## config.mk

```make
export PLATFORM = sky130hd
export DESIGN_NAME = wb_write_arbiter
export DESIGN_NICKNAME = d
export VERILOG_FILES = /design/src/rtl/wb_pkg.sv /design/src/rtl/wb_skid_fifo.sv /design/src/rtl/wb_write_arbiter.sv
export SDC_FILE = /design/constraint.sdc
export NUM_CORES = 1
export LEC_CHECK = 0
export ABC_AREA = 1
export CAP_MARGIN = 15
export CORE_MARGIN = 1.5
export CORE_UTILIZATION = 58
export DETAILED_ROUTE_END_ITERATION = 7
export HOLD_SLACK_MARGIN = 0.02
export MAX_ROUTING_LAYER = met4
export PLACE_DENSITY = 0.85
export SKIP_CTS_REPAIR_TIMING = 1
export SLEW_MARGIN = 20
export SYNTH_ARGS = -nofsm -noshare
export SYNTH_HDL_FRONTEND = slang
export SYNTH_SLANG_ARGS = --single-unit
```

## constraint.sdc

```tcl
create_clock -name CLK -period 4.15 [get_ports CLK]
set_clock_uncertainty 0.2 [all_clocks]
set_input_delay 0.83 -clock CLK [delete_from_list [all_inputs] [get_ports CLK]]
set_output_delay 0.83 -clock CLK [all_outputs]
set_load 0.05 [all_outputs]
```

## src/rtl/wb_pkg.sv

```systemverilog
// Shared write-back types and default widths for the register-file write arbiter.
package wb_pkg;

    localparam int WB_WIDTH = 32;
    localparam int WB_N     = 5;

    typedef struct packed {
        logic                en;
        logic [WB_N-1:0]     index;
        logic [WB_WIDTH-1:0] data;
    } wb_token_t;

endpackage

```

## src/rtl/wb_skid_fifo.sv

```systemverilog
// Two-entry FIFO with count-based full/empty, used to buffer one write-back channel.
module wb_skid_fifo #(
    parameter int W = 37
) (
    input  logic         CLK,
    input  logic         RST_N,
    input  logic         push,
    input  logic [W-1:0] push_data,
    input  logic         pop,
    output logic [W-1:0] head,
    output logic         full,
    output logic         empty
);

    logic [W-1:0] mem [2];
    logic         wr_ptr;
    logic         rd_ptr;
    logic [1:0]   count;
    logic         do_push;
    logic         do_pop;

    assign full    = (count == 2'd2);
    assign empty   = (count == 2'd0);
    assign do_push = push && !full;
    assign do_pop  = pop && !empty;
    assign head    = mem[rd_ptr];

    always_ff @(posedge CLK) begin
        if (!RST_N) begin
            count  <= 2'd0;
            wr_ptr <= 1'b0;
            rd_ptr <= 1'b0;
        end else begin
            if (do_push) wr_ptr <= !wr_ptr;
            if (do_pop)  rd_ptr <= !rd_ptr;
            case ({do_push, do_pop})
                2'b10:   count <= count + 2'd1;
                2'b01:   count <= count - 2'd1;
                default: count <= count;
            endcase
        end
    end

    // Storage carries no reset: occupancy is tracked solely by count.
    always_ff @(posedge CLK) begin
        if (do_push) mem[wr_ptr] <= push_data;
    end

endmodule

```

## src/rtl/wb_write_arbiter.sv

```systemverilog
// Merges ALU (A) and load (B) write-back channels into one registered register-file write token.
// Optional B anti-starvation guard enabled by defining WB_STARVE_GUARD_EN.
module wb_write_arbiter
    import wb_pkg::*;
#(
    parameter int width        = WB_WIDTH,
    parameter int n            = WB_N,
    parameter int STARVE_LIMIT = 3
) (
    input  logic             CLK,
    input  logic             RST_N,
    input  logic [n-1:0]     A_INDEX,
    input  logic [width-1:0] A_DATA,
    input  logic             A_VALID,
    output logic             A_CONSUMED,
    input  logic [n-1:0]     B_INDEX,
    input  logic [width-1:0] B_DATA,
    input  logic             B_VALID,
    output logic             B_CONSUMED,
    output logic             WRITE_EN_WRITE,
    output logic [n-1:0]     WRITE_INDEX_WRITE,
    output logic [width-1:0] WRITE_DATA_WRITE,
    output logic             WRITE_EN_WRITE_VALID,
    output logic             WRITE_INDEX_WRITE_VALID,
    output logic             WRITE_DATA_WRITE_VALID,
    input  logic             WRITE_EN_WRITE_CONSUMED,
    input  logic             WRITE_INDEX_WRITE_CONSUMED,
    input  logic             WRITE_DATA_WRITE_CONSUMED
);

    localparam int EW = n + width;

    if (STARVE_LIMIT < 1) begin : g_limit_check
        $error("STARVE_LIMIT must be at least 1");
    end

    logic [EW-1:0]    a_head, b_head;
    logic             a_full, a_empty, b_full, b_empty;
    logic             a_pop, b_pop;
    logic             grant_a, grant_b, force_b;
    logic             out_xfer;
    logic             nxt_en;
    logic [n-1:0]     nxt_index;
    logic [width-1:0] nxt_data;
    logic             out_en_p1;
    logic [n-1:0]     out_index_p1;
    logic [width-1:0] out_data_p1;

    assign A_CONSUMED = !a_full;
    assign B_CONSUMED = !b_full;
    assign out_xfer   = WRITE_EN_WRITE_CONSUMED && WRITE_INDEX_WRITE_CONSUMED
                        && WRITE_DATA_WRITE_CONSUMED;

    wb_skid_fifo #(.W(EW)) u_fifo_a (
        .CLK(CLK), .RST_N(RST_N),
        .push(A_VALID && A_CONSUMED), .push_data({A_INDEX, A_DATA}),
        .pop(a_pop), .head(a_head), .full(a_full), .empty(a_empty)
    );

    wb_skid_fifo #(.W(EW)) u_fifo_b (
        .CLK(CLK), .RST_N(RST_N),
        .push(B_VALID && B_CONSUMED), .push_data({B_INDEX, B_DATA}),
        .pop(b_pop), .head(b_head), .full(b_full), .empty(b_empty)
    );

`ifdef WB_STARVE_GUARD_EN
    localparam int CW = $clog2(STARVE_LIMIT + 1);
    logic [CW-1:0] starve_cnt;

    assign force_b = !b_empty && (starve_cnt >= CW'(STARVE_LIMIT));

    // Counts A grants that overtook a waiting B; any B grant or idle B restarts it.
    always_ff @(posedge CLK) begin
        if (!RST_N)                 starve_cnt <= '0;
        else if (b_empty)           starve_cnt <= '0;
        else if (out_xfer && grant_b) starve_cnt <= '0;
        else if (out_xfer && grant_a) starve_cnt <= starve_cnt + 1'b1;
    end
`else
    assign force_b = 1'b0;
`endif

    always_comb begin
        grant_a   = 1'b0;
        grant_b   = 1'b0;
        nxt_en    = 1'b0;
        nxt_index = '0;
        nxt_data  = '0;
        if (!a_empty && !force_b) begin
            grant_a = 1'b1;
            nxt_en  = 1'b1;
            {nxt_index, nxt_data} = a_head;
        end else if (!b_empty) begin
            grant_b = 1'b1;
            nxt_en  = 1'b1;
            {nxt_index, nxt_data} = b_head;
        end
    end

    assign a_pop = out_xfer && grant_a;
    assign b_pop = out_xfer && grant_b;

    // Output token stage: only advances when the consumer takes the current token.
    always_ff @(posedge CLK) begin
        if (!RST_N) begin
            out_en_p1    <= 1'b0;
            out_index_p1 <= '0;
            out_data_p1  <= '0;
        end else if (out_xfer) begin
            out_en_p1    <= nxt_en;
            out_index_p1 <= nxt_index;
            out_data_p1  <= nxt_data;
        end
    end

    assign WRITE_EN_WRITE          = out_en_p1;
    assign WRITE_INDEX_WRITE       = out_index_p1;
    assign WRITE_DATA_WRITE        = out_data_p1;
    assign WRITE_EN_WRITE_VALID    = 1'b1;
    assign WRITE_INDEX_WRITE_VALID = 1'b1;
    assign WRITE_DATA_WRITE_VALID  = 1'b1;

endmodule

```

Yosys cells after proc, flatten, opt, wreduce, memory -nomap -nowiden
Memories as Yosys holds them, arrays and structs flattened. A register that Yosys moved wholly into a read port is not among the register bits.
Index checks and enable logic that the tools add are counted.
- register bits after elaboration: 46
- memory bits (writable): 148
- input port bits: 81
- output and inout port bits: 43
- memories: 2
- $add $sub $neg: 4
- equal/unequal tests: 6
- mux-type cells: 18
- reduce and logical (&&, ||, !) cells: 22
- memory list (memory ; depth ; width ; read ports ; clocked after memory_dff ; wr ports ; line ; RTL):
    u_fifo_a.mem ; 2 ; 37 ; 1 ; 1 ; 1 ; wb_skid_fifo.sv:15 ; logic [W-1:0] mem [2];
    u_fifo_b.mem ; 2 ; 37 ; 1 ; 1 ; 1 ; wb_skid_fifo.sv:15 ;
- operators by type and width (cell ; number):
    32-bit 2-to-1 mux ; 2
    1-bit 2-to-1 mux ; 12
    1-bit logical AND ; 10
    5-bit 2-to-1 mux ; 2
    2-bit equality test (second input constant) ; 4
    1-bit logical NOT ; 8
    2-bit one-hot mux with 2 select lines ; 2
    2-bit by 1-bit adder with 2-bit output (second input constant) ; 2
    2-bit by 1-bit equality test with 1-bit output (second input constant) ; 2
    2-bit logical NOT ; 2
    2-bit nonzero test ; 2
    2-bit by 1-bit subtractor with 2-bit output (second input constant) ; 2

Depth between registers and ports, before layout
- depth in word-level cells: 7
- gate-level depth with buffers: 12
- gate-level depth less buffers: 11

Modules after synthesis
From an unflattened synthesis, not the netlist that was laid out.
- cells, all modules: 688
- area total of the unflattened synthesis: 8390.5 sq um
- modules (own cells, without submodules) (module ; times used ; cells an instance ; area an instance (sq um)):
    wb_skid_fifo ; 2 ; 155 ; 3071.7
    wb_write_arbiter ; 1 ; 378 ; 2247.2

Worst setup path before layout
Ideal clock, no wire load.
- kind: register to register
- start point: register u_fifo_a.count[0]
- end point: memory u_fifo_a.mem[1][0], enable pin
- library setup time: 433 ps
- arrival: 2595 ps
- slack: 922 ps
- stages on the path, launching flop included: 5
- buffers on the path: 0
- clock period less this slack: 3228 ps
- cell sequence: dfxtp_1 > inv_1 > nand2_1 > nand2_1 > nor2_1
- longest elaborated chain between the ends: 6
- ends and longest elaborated chain (what ; line ; RTL):
    start: declaration ; wb_skid_fifo.sv:18 ; logic [1:0] count;
    start signal: assignment ; wb_skid_fifo.sv:37 ; 2'b10: count <= count + 2'd1;
    start signal: assignment ; wb_skid_fifo.sv:38 ; 2'b01: count <= count - 2'd1;
    start signal: assignment ; wb_skid_fifo.sv:39 ; default: count <= count;
    2-bit equality test * ; wb_skid_fifo.sv:22 ; assign full = (count == 2'd2);
    1-bit logical NOT * ; wb_write_arbiter.sv:49 ; assign A_CONSUMED = !a_full;
    via A_CONSUMED ; wb_write_arbiter.sv:15 ; output logic A_CONSUMED,
    1-bit logical AND ; wb_write_arbiter.sv:56 ; .push(A_VALID && A_CONSUMED), .push_data({A_INDEX, A_DATA}),
    1-bit logical AND * ; wb_skid_fifo.sv:24 ; assign do_push = push && !full;
    1-bit 2-to-1 mux * ; wb_skid_fifo.sv:46 ; if (do_push) mem[wr_ptr] <= push_data;
    1-bit 2-to-1 mux (implied by the code) * ; wb_skid_fifo.sv:46 ;
    end: declaration ; wb_skid_fifo.sv:15 ;
Mark *: on every way through the listed nets, which the timed path passes. The rest lies on a longest branch.

Final worst setup path
- start point: input WRITE_INDEX_WRITE_CONSUMED
- end point: register u_fifo_b.count[1]
- longest elaborated chain between the ends: 6
- elaborated cells between the ends (all ways): 8
- ends and longest elaborated chain (what ; line ; RTL):
    start: declaration ; wb_write_arbiter.sv:27 ; input logic WRITE_INDEX_WRITE_CONSUMED,
    1-bit logical AND * ; wb_write_arbiter.sv:51 ; assign out_xfer = WRITE_EN_WRITE_CONSUMED && WRITE_INDEX_WRITE_CONSUMED
    1-bit logical AND * ; wb_write_arbiter.sv:52 ; && WRITE_DATA_WRITE_CONSUMED;
    1-bit logical AND * ; wb_write_arbiter.sv:101 ; assign b_pop = out_xfer && grant_b;
    1-bit logical AND * ; wb_skid_fifo.sv:25 ; assign do_pop = pop && !empty;
    via u_fifo_b.do_pop ; wb_skid_fifo.sv:20 ; logic do_pop;
    2-bit by 1-bit equality test with 1-bit output / 2-bit equality test (equally long branches) ; wb_skid_fifo.sv:36 ; case ({do_push, do_pop})
    2-bit one-hot mux with 2 select lines / 2-bit nonzero test (equally long branches) ; n/a ;
    end signal: assignment ; wb_skid_fifo.sv:37 ;
    end signal: assignment ; wb_skid_fifo.sv:38 ;
    end signal: assignment ; wb_skid_fifo.sv:39 ;
    end: declaration ; wb_skid_fifo.sv:18 ;
Marks and branches as above.
A chain may end at the register's enable or synchronous reset.

==> metrics.txt <==
run status complete, no violations; YS warnings 0; Total Routed Length between 15000 and 20000 um; clock-pin slew on the worst setup and hold paths 70 ps; DIE WIDTH 119 um; Post-Synth XOR/XNOR Area 0%; CTS tree built; TritonCTS buffer count 17; hold crit path type reg2reg; Syn Inst Count roughly 740; area of the mapped netlist 7830 um^2; mux share of post-synthesis cell area 0%; DRC Markers 0; sequential share of power a little over half; Top Ports between 100 and 150; Max Freq between 0.3 and 0.4 GHz; vias in the first global route 5613; Setup TNS 0 ps; Tot Pwr between 4000 and 5000 uW; H-tree depth 4; area delta synth->final 24.3%; Final Hold Fails 0; std cell rows 42; main combinational cell family by area after synthesis simple AND/OR/NAND/NOR gates; Via density about 5.4; Net Switching between 1000 and 1500 uW; register bit count reported by yosys between 150 and 200; Rel. slew slack between 30% and 40%; sequential area share after synthesis between 60 and 70%; router iterations before antenna repair 5; fraction of layout cells with a size suffix above 1 under 10%; Leak Pwr 0.00397 uW; antenna violations before repair 0; clock tree sinks between 150 and 200; Setup crit end kind flop; WL/cell about 17 um; Nets ~930; Global Route Usage Sum 26.1%; top cells by area, synth edfxtp_1 (57%), nand2_1 (13%), dfxtp_1 (12%); n_diodes 0; Comb pwr share a little over a tenth; post-synthesis simple-gate area fraction 20.2%; worst-path fanout max 39; Sw Share approximately a quarter; commonest non-fill, non-tap cell in the layout nand2_1; post-synth top area cell edfxtp_1; post-synthesis compound-gate area fraction 3.33%; Mapped Avg Cell Area around 11 um^2; DR iter-0 viols 503; Synth cell types 23; Max Cap Violations 0; most frequent cells in the layout nand2_1 (271), edfxtp_1 (148), clkdlybuf4s50_1 (119); Worst Path Required 4310 ps; Setup crit start kind input pin; first-pass GRT wire length roughly 27000 um; top-area cell type share of the netlist area between 50% and 60%; Int Pwr roughly 3400 uW; Core Area ~13000 um^2; largest net degree at the start of global routing 75; Period minus WS final 3050 ps; Clock Power Share 37.4%; maximum vdd drop roughly 0.00032 V; CP Data Arrival Time around 3200 ps; Starting Density 59.3%; grt total ovfl 0; post-DP HPWL around 11000 um; Worst-Margin Slew just over 900 ps; RSZ-0062 raised after global routing no; Final Wtd Congestion 0.753; Chip Height ~120 um; routed via count approximately 5600; clock root cell clkbuf_16; Routed Antenna Nets 0; Total Die Area ~14000 um^2; PwrDens approximately 450 nW/um^2; final worst-path cycle share between 70 and 80%; WS Path Type in2reg; post-synthesis adder-cell area fraction less than 1%; # setup viols final 0; clk_lat worst skew approximately 430 ps; maximum clock insertion buffer count 2; Port Buffers 120; Slew Viols, Final 0
==> routing by layer <==
layer	part of all wire, %	track usage, %	up-vias
li1	-	-	2617
met1	37	29.6	2640
met2	53	44.5	253
met3	6.8	4.89	49
met4	3.1	13.4	0
met5	0	-	-
==> layout make-up <==
class                           count  area, um^2
Sequential cell                   196        5410
Clock buffer                       19         443
Fill cell                         848        3460
Tap cell                          176         220
Timing Repair Buffer              128        1270
Multi-Input combinational cell    420        1910
Inverter                           85         319
Clock inverter                     13         158
==> registers in the layout (all words and copies together) (netlist names), named ones only <==
signal / flops
WRITE_DATA_WRITE: 32
WRITE_EN_WRITE: 1
WRITE_INDEX_WRITE: 5
u_fifo_a.count: 2
u_fifo_a.mem: 74
u_fifo_a.rd_ptr: 1
u_fifo_a.wr_ptr: 1
u_fifo_b.count: 2
u_fifo_b.mem: 74
u_fifo_b.rd_ptr: 1
u_fifo_b.wr_ptr: 1
==> path summary, 6_finish.rpt <==
check / from / to / slack, ps / cells after the start
setup / recovery: WRITE_INDEX_WRITE_CONSUMED / u_fifo_b.count[1]$_SDFFE_PN0P_ / 1100 / 12
hold / removal: u_fifo_a.rd_ptr$_SDFFE_PN0P_ / flop / 280 / 1
setup reg to reg: flop / WRITE_DATA_WRITE[22]$_SDFFE_PN0P_ / 1800 / 7
hold reg to reg: u_fifo_a.rd_ptr$_SDFFE_PN0P_ / flop / 280 / 1
==> critical path, cell delays in order <==
cell and delay [ps]:
clkdlybuf4s50_1 410, nand3_2 70, buf_4 410, inv_2 340, nand2_1 170, inv_2 60
ha_1 300, inv_1 110, nand2_1 60, nor2_1 140, o21ai_0 110, a21oi_1 170
==> per-stage QoR <==
| stage | setup WS [ps] | cells | area [um^2] | utilization (%) | hold slack [ps] |
|---|---|---|---|---|---|
| after floorplan | 922 | 740 | 7830 | - | 226 |
| after global placement | 900 | 1004 | 9110 | 69.1 | 228 |
| after detailed placement | 725 | 1005 | 9130 | 69.2 | 258 |
| after CTS | 1160 | 1037 | 9730 | 73.8 | 275 |
| after global routing | 952 | 1037 | 9730 | 73.8 | 293 |
| final | 1100 | 1037 | 9730 | 73.8 | 276 |
==> kinds of logic after synthesis <==
family,after synthesis
other cells,1
compound gates,51
simple gates,364
buf+inv,124
fa+ha+maj,2
flops,196
==> cells in the mapped netlist <==
| library cell | instances |
|---|---|
| nand2_1 | 271 |
| buf_6 | 1 |
| dfxtp_1 | 48 |
| nand3_1 | 55 |
| ha_1 | 2 |
| a21oi_1 | 8 |
| o21ai_1 | 7 |
| clkbuf_1 | 8 |
| conb_1 | 1 |
| nand3_2 | 21 |
| inv_2 | 2 |
| edfxtp_1 | 148 |
| nor3_1 | 2 |
| nor2_1 | 12 |
| nor2_4 | 1 |
| o211a_1 | 1 |
| nor2_2 | 2 |
| clkbuf_2 | 2 |
| inv_1 | 83 |
| buf_12 | 2 |
| buf_2 | 22 |
| o21ai_0 | 35 |
| buf_4 | 4 |
==> power by group through the flow <==
stage          registers (uW)  logic (uW)  clock network, uW
2_1_floorplan            2370         237                  0
3_3_place_gp             2330         437                  0
3_5_place_dp             2340         461                  0
4_1_cts                  2300         466               1670
5_1_grt                  2310         503               1740
6_report                 2300         466               1650
No activity file was read; power rests on OpenSTA's default activity.
